File: src/rtl/sum_accumulator.sv
// Accumulates a programmable number of adder Sum words into a widened, overflow-free frame total.
// Latency: total is valid the cycle after the last word's edge; one bubble cycle per frame.
// Backpressure: in_ready drops while a total waits in DONE (or clear is high); out_sum/out_count hold until taken.
module sum_accumulator #(
    parameter int DATA_W = 4,
    parameter int CNT_W  = 4
) (
    input  logic                     clk,
    input  logic                     rst_n,
    input  logic                     clear,
    input  logic [CNT_W-1:0]         len,
    input  logic                     in_valid,
    output logic                     in_ready,
    input  logic [DATA_W-1:0]        in_data,
    output logic                     out_valid,
    input  logic                     out_ready,
    output logic [DATA_W+CNT_W-1:0]  out_sum,
    output logic [CNT_W:0]           out_count,
    output logic                     busy
);

    localparam int SUM_W = DATA_W + CNT_W;

    typedef enum logic {ACC, DONE} state_t;

    state_t             state, state_d;
    logic [SUM_W-1:0]   acc, acc_d;
    logic [CNT_W:0]     cnt, cnt_d;
    logic [CNT_W:0]     len_q, len_q_d;
    logic [CNT_W:0]     len_ext, len_eff, cnt_inc;
    logic               take;

    // len==0 encodes a full 2^CNT_W frame: the extra MSB is set only in that case
    assign len_ext = {(len == '0), len};
    assign len_eff = (cnt == '0) ? len_ext : len_q;
    assign cnt_inc = cnt + (CNT_W+1)'(1);

    assign in_ready  = rst_n && (state == ACC) && !clear;
    assign take      = in_valid && in_ready;
    assign out_valid = (state == DONE);
    assign busy      = (state == ACC) && (cnt != '0);
    assign out_sum   = acc;
    assign out_count = cnt;

    always_ff @(posedge clk or negedge rst_n) begin
        if (!rst_n) begin
            state <= ACC;
            acc   <= '0;
            cnt   <= '0;
            len_q <= '0;
        end else begin
            state <= state_d;
            acc   <= acc_d;
            cnt   <= cnt_d;
            len_q <= len_q_d;
        end
    end

    always_comb begin
        state_d = state;
        acc_d   = acc;
        cnt_d   = cnt;
        len_q_d = len_q;
        if (clear) begin
            state_d = ACC;
            acc_d   = '0;
            cnt_d   = '0;
        end else begin
            case (state)
                ACC: begin
                    if (take) begin
                        acc_d = acc + {{CNT_W{1'b0}}, in_data};
                        cnt_d = cnt_inc;
                        if (cnt == '0)
                            len_q_d = len_ext;
                        if (cnt_inc == len_eff)
                            state_d = DONE;
                    end
                end
                DONE: begin
                    if (out_ready) begin
                        acc_d   = '0;
                        cnt_d   = '0;
                        state_d = ACC;
                    end
                end
                default: state_d = ACC;
            endcase
        end
    end

endmodule
File: config.mk
export PLATFORM = sky130hd
export DESIGN_NAME = sum_accumulator
export DESIGN_NICKNAME = d
export VERILOG_FILES = /design/src/rtl/sum_accumulator.sv
export SDC_FILE = /design/constraint.sdc
export NUM_CORES = 1
export LEC_CHECK = 0
export CORE_MARGIN = 10
export CORE_UTILIZATION = 45
export CTS_BUF_LIST = sky130_fd_sc_hd__clkbuf_8
export DETAILED_ROUTE_END_ITERATION = 8
export PLACE_DENSITY = 0.81
export SETUP_SLACK_MARGIN = 0.3
export SLEW_MARGIN = 10
export SYNTH_ARGS = -nofsm -noshare
export SYNTH_HDL_FRONTEND = slang
export SYNTH_SLANG_ARGS = --single-unit
File: constraint.sdc
create_clock -name clk -period 1.8 [get_ports clk]
set_clock_uncertainty 0.15 [all_clocks]
set_input_delay 0.45 -clock clk [delete_from_list [all_inputs] [get_ports clk]]
set_output_delay 0.45 -clock clk [all_outputs]
set_load 0.03 [all_outputs]
==> report_table.html <==
<table>
<tr><th>Metric</th><th>Value</th></tr>
<tr><th colspan="2">Floorplanning</th></tr>
<tr><td>Core Box Area</td><td>2430 µm²</td></tr>
<tr><td>Floorplan die area</td><td>~4900 µm²</td></tr>
<tr><td>Count of standard-cell rows</td><td>18</td></tr>
<tr><td>Die Wd</td><td>approximately 70 µm</td></tr>
<tr><td>Die H</td><td>between 60 and 70 µm</td></tr>
<tr><td>Initial standard-cell utilization of the core</td><td>a little under half</td></tr>
<tr><td>Number of top-level pins</td><td>29</td></tr>
<tr><th colspan="2">Worst setup path</th></tr>
<tr><td>Kind of start point of the critical path</td><td>register</td></tr>
<tr><td>FF-to-FF path depth</td><td>8</td></tr>
<tr><td>WP depth</td><td>8</td></tr>
<tr><td>Critical path endpoint category</td><td>register</td></tr>
<tr><td>Highest fanout seen on the critical path</td><td>6</td></tr>
<tr><td>Timing startpoint of the critical path</td><td>out_count[0]</td></tr>
<tr><td>Crit path max-delay cell type</td><td>dfrtp_2</td></tr>
<tr><td>R2r endpoint</td><td>out_valid</td></tr>
<tr><td>Buffering stage count on the worst path with inverters included</td><td>2</td></tr>
<tr><td>List of cells traversed by the critical path</td><td>inv_2, ha_4, nor4b_4, buf_6, mux2i_1, xor2_1, nand4_1, o21ai_1</td></tr>
<tr><td>Reg-to-reg setup timing slack</td><td>-0.45 ns</td></tr>
<tr><td>Crit-path max cell delay</td><td>around 0.43 ns</td></tr>
<tr><td>Capture point of the worst path</td><td>out_valid</td></tr>
<tr><td>Worst path top cell family by delay</td><td>simple AND/OR/NAND/NOR gates</td></tr>
<tr><td>Required time of the worst setup path</td><td>1.84 ns</td></tr>
<tr><td>Worst setup path category</td><td>reg2reg</td></tr>
<tr><td>Startpoint of the worst register-to-register path</td><td>out_count[0]</td></tr>
<tr><td>CP Data Arrival Time</td><td>approximately 2.3 ns</td></tr>
<tr><th colspan="2">Clock tree</th></tr>
<tr><td>Max Root-Sink Buffers</td><td>2</td></tr>
<tr><td>TritonCTS sink count</td><td>19</td></tr>
<tr><td>Clock H-tree levels</td><td>1</td></tr>
<tr><td>Clock tree from TritonCTS</td><td>yes</td></tr>
<tr><td>Clock buffers created by TritonCTS</td><td>3</td></tr>
<tr><td>Clk Latency, worst-skew pair</td><td>0.27 ns</td></tr>
<tr><td>Clock-pin transition on the worst setup and hold timing paths</td><td>roughly 0.08 ns</td></tr>
<tr><td>Root Driver</td><td>clkbuf_8</td></tr>
<tr><td>Hold-fix buffers at CTS</td><td>0</td></tr>
<tr><th colspan="2">Status</th></tr>
<tr><td>Result of the run</td><td>finished with violations</td></tr>
<tr><td>Violated checks</td><td>setup timing</td></tr>
<tr><th colspan="2">Timing</th></tr>
<tr><td>Endpoints failing hold</td><td>0</td></tr>
<tr><td>Post-route fraction of the period consumed by the critical path</td><td>125%</td></tr>
<tr><td>Final period demand of the worst path</td><td>2.25 ns</td></tr>
<tr><td>Number of slew-limit violations in the final report</td><td>0</td></tr>
<tr><td>Worst-case headroom to the max-slew limit</td><td>70.1%</td></tr>
<tr><td>F_max</td><td>0.445 GHz</td></tr>
<tr><td>RSZ-0062 raised after global routing</td><td>yes</td></tr>
<tr><td>Setup slack of the critical path after layout</td><td>-0.446 ns</td></tr>
<tr><td>Worst hold margin</td><td>approximately 0.28 ns</td></tr>
<tr><td>Number of endpoints failing setup at the final stage</td><td>13</td></tr>
<tr><td>Slew at the pin closest to its max-slew limit</td><td>0.444 ns</td></tr>
<tr><th colspan="2">Route</th></tr>
<tr><td>DRC errors left</td><td>0</td></tr>
<tr><td>DRC marker count from the first detailed-route iteration</td><td>just under 90</td></tr>
<tr><td>Number of detailed-routing iterations run before antenna repair</td><td>4</td></tr>
<tr><td>Via count</td><td>~1300</td></tr>
<tr><td>Routed WL</td><td>between 5000 and 6000 µm</td></tr>
<tr><td>Drt via density</td><td>around 5.8</td></tr>
<tr><td>Routed wirelength normalized by instance count</td><td>roughly 25 µm</td></tr>
<tr><td>Post-detailed-route count of antenna-violating nets</td><td>0</td></tr>
<tr><th colspan="2">Synthesis</th></tr>
<tr><td>Fraction of synthesis flops using an asynchronous set or reset pin</td><td>100%</td></tr>
<tr><td>Synth top cells by count</td><td>dfrtp_1 (19), nand2_1 (9), o21ai_0 (7), xnor2_1 (7), ha_1 (6)</td></tr>
<tr><td>Fraction of the yosys area taken by sequential cells</td><td>a little over two fifths</td></tr>
<tr><td>Mux share of post-synthesis cell area</td><td>a little under a tenth</td></tr>
<tr><td>Most instantiated library cell after synthesis</td><td>dfrtp_1</td></tr>
<tr><td>Area contributors post-synth</td><td>dfrtp_1 (42%), ha_1 (6.7%), xnor2_1 (5.5%)</td></tr>
<tr><td>Post-synthesis share of cell area spent on and, or, nand and nor gates</td><td>between 10% and 20%</td></tr>
<tr><td>Number of enable-type register cells in the synthesized netlist</td><td>0</td></tr>
<tr><td>Dominant combinational cell family by area after synthesis</td><td>simple AND/OR/NAND/NOR gates</td></tr>
<tr><td>Synthesized flop and latch total</td><td>19</td></tr>
<tr><td>Number of unique standard cell types used by synthesis</td><td>31</td></tr>
<tr><td>Synthesized netlist net count</td><td>125</td></tr>
<tr><td>Number of warnings reported in the yosys synthesis log</td><td>0</td></tr>
<tr><td>Xor-xnor portion of the synthesized cell area</td><td>about a tenth</td></tr>
<tr><td>Mapped cell area</td><td>around 1100 µm²</td></tr>
<tr><td>Fraction of the mapped netlist area in adder cells</td><td>under 10%</td></tr>
<tr><td>Dominant synthesized flop cell</td><td>dfrtp_1</td></tr>
<tr><td>Library cell with the largest summed area after synthesis</td><td>dfrtp_1</td></tr>
<tr><td>Post-Syn Area per Cell</td><td>between 10 and 15 µm²</td></tr>
<tr><td>Proportion of netlist area held by the largest area contributor</td><td>a little over two fifths</td></tr>
<tr><td>Synthesized instance count</td><td>about 110</td></tr>
<tr><td>Compound-cell area share of the yosys netlist</td><td>around 12%</td></tr>
<tr><th colspan="2">Power and ir drop</th></tr>
<tr><td>Pwr/cell area</td><td>roughly 600 nW/µm²</td></tr>
<tr><td>Internal power</td><td>around 0.9 mW</td></tr>
<tr><td>Switching component of the power</td><td>0.463 mW</td></tr>
<tr><td>Share of total power in the clock network</td><td>between 20% and 30%</td></tr>
<tr><td>Leakage</td><td>~1.0 nW</td></tr>
<tr><td>Sequential share of power</td><td>a little under two fifths</td></tr>
<tr><td>Worst vdd rail ir drop</td><td>~0.8 mV</td></tr>
<tr><td>Switching share of power</td><td>33.7%</td></tr>
<tr><td>Combinational group share of total power</td><td>around two fifths</td></tr>
<tr><th colspan="2">Cells and area</th></tr>
<tr><td>Final-stage net count</td><td>209</td></tr>
<tr><td>Share of final-layout standard cells stronger than drive strength 1</td><td>about 71%</td></tr>
<tr><td>Final non-filler cell area</td><td>2240 µm²</td></tr>
<tr><td>Area grow syn2layout</td><td>99.2%</td></tr>
<tr><th colspan="2">Placement</th></tr>
<tr><td>Placement-stage worst setup slack</td><td>-0.574 ns</td></tr>
<tr><td># port buffers</td><td>28</td></tr>
<tr><td>HPWL after detailed placement</td><td>~2500 µm</td></tr>
<tr><td>RD Place Congestion</td><td>0.809</td></tr>
<tr><td>Area of placed instances</td><td>1680 µm²</td></tr>
<tr><th colspan="2">Flow run</th></tr>
<tr><td>Total of max-cap violations</td><td>0</td></tr>
<tr><th colspan="2">GRT</th></tr>
<tr><td>Remaining Overflow, GRT</td><td>0</td></tr>
<tr><td>Antenna violations before repair</td><td>1</td></tr>
<tr><td>First-pass GRT wire length</td><td>around 6200 µm</td></tr>
<tr><td>Total global-route track usage</td><td>around 16%</td></tr>
<tr><td>Via count of the first global-routing pass</td><td>roughly 1200</td></tr>
<tr><td>Largest net degree at the start of global routing</td><td>21</td></tr>
<tr><th colspan="2">Worst hold path</th></tr>
<tr><td>Type of the tightest min-delay check</td><td>in2async</td></tr>
</table>
layer usage:
metal  share of wire (%)  vias to the layer above  global-route usage (%)
li1                    -                      541                       -
met1                  40                      637                    17.6
met2                  51                       68                    27.3
met3                 5.4                       22                    3.67
met4                 4.2                        0                    7.24
met5                   0                        -                       0
stage by stage:
stage	cells	setup TNS [ns]	utilization [%]	power (mW)
after floorplan	105	-1.06	-	0.685
after global placement	189	-6.20	69.0	0.840
after detailed placement	189	-7.04	69.0	0.860
after CTS	204	-0.647	80.8	1.22
after global routing	219	-2.95	92.1	1.43
final	219	-2.37	92.1	1.38
worst min-delay path by stage:
stage	end	cells after the start
floorplan	len_q[0]	0
global placement	len_q[4]	1
detailed placement	len_q[0]	1
CTS	out_sum[6]	3
global route	out_valid	3
finish	out_count[3]	3
placed cells by master (no fill, tap or decap), types with 4 or more instances in the layout:
cell type	netlist	final
a21oi_2	0	4
buf_4	1	33
buf_6	0	31
clkdlybuf4s50_1	0	4
dfrtp_1	19	12
dfrtp_2	0	7
dlygate4sd2_1	0	4
ha_4	0	5
mux2_2	5	4
nand2_2	0	4
o21ai_1	1	4
o21ai_2	0	4
xnor2_1	7	5
kinds of logic (layout without fill, tap and decap cells):
logic type                 count (synthesis)  count (layout)
and+or+nand+nor                           29              29
buffers and inverters                      6              89
xor gates and xnor gates                  12              12
muxes                                     10              10
DFF                                       19              19
other                                      0               1
adders and majority gates                  7               7
AOI/OAI and AO/OA                         22              22
flip-flops by register name, indices dropped and copies added, names as in the netlist:
signal     cells
out_count      5
out_valid      1
len_q          5
out_sum        8
tightest hold or removal path, delay by kind of cell:
family | cells | cell delay [ns]
buf+inv | 3 | 0.64
power groups by stage:
stage	clock [mW]	sequential (mW)	combinational [mW]
after floorplan	0	0.528	0.157
after global placement	0	0.498	0.342
after detailed placement	0	0.502	0.358
after CTS	0.305	0.497	0.418
after global routing	0.348	0.511	0.568
final	0.326	0.507	0.543
repair_timing:
item / 4_1_cts / 5_1_grt
setup buffers: 11 / 13
gates cloned: 0 / 1
endpoints found under the setup margin: 35 / 33
pin swaps: 26 / 18
resized for setup: 126 / 43
endpoints found under the hold margin: 0 / 0
layout make-up:
class / instances / area [µm²]
Antenna cell: 1 / 2.50
Tap cell: 30 / 37.5
Timing Repair Buffer: 81 / 764
Multi-Input combinational cell: 80 / 891
Fill cell: 77 / 191
Clock inverter: 1 / 5.00
Inverter: 4 / 15.0
Clock buffer: 3 / 41.3
Sequential cell: 19 / 484
Power figures use the tool's default switching activity.
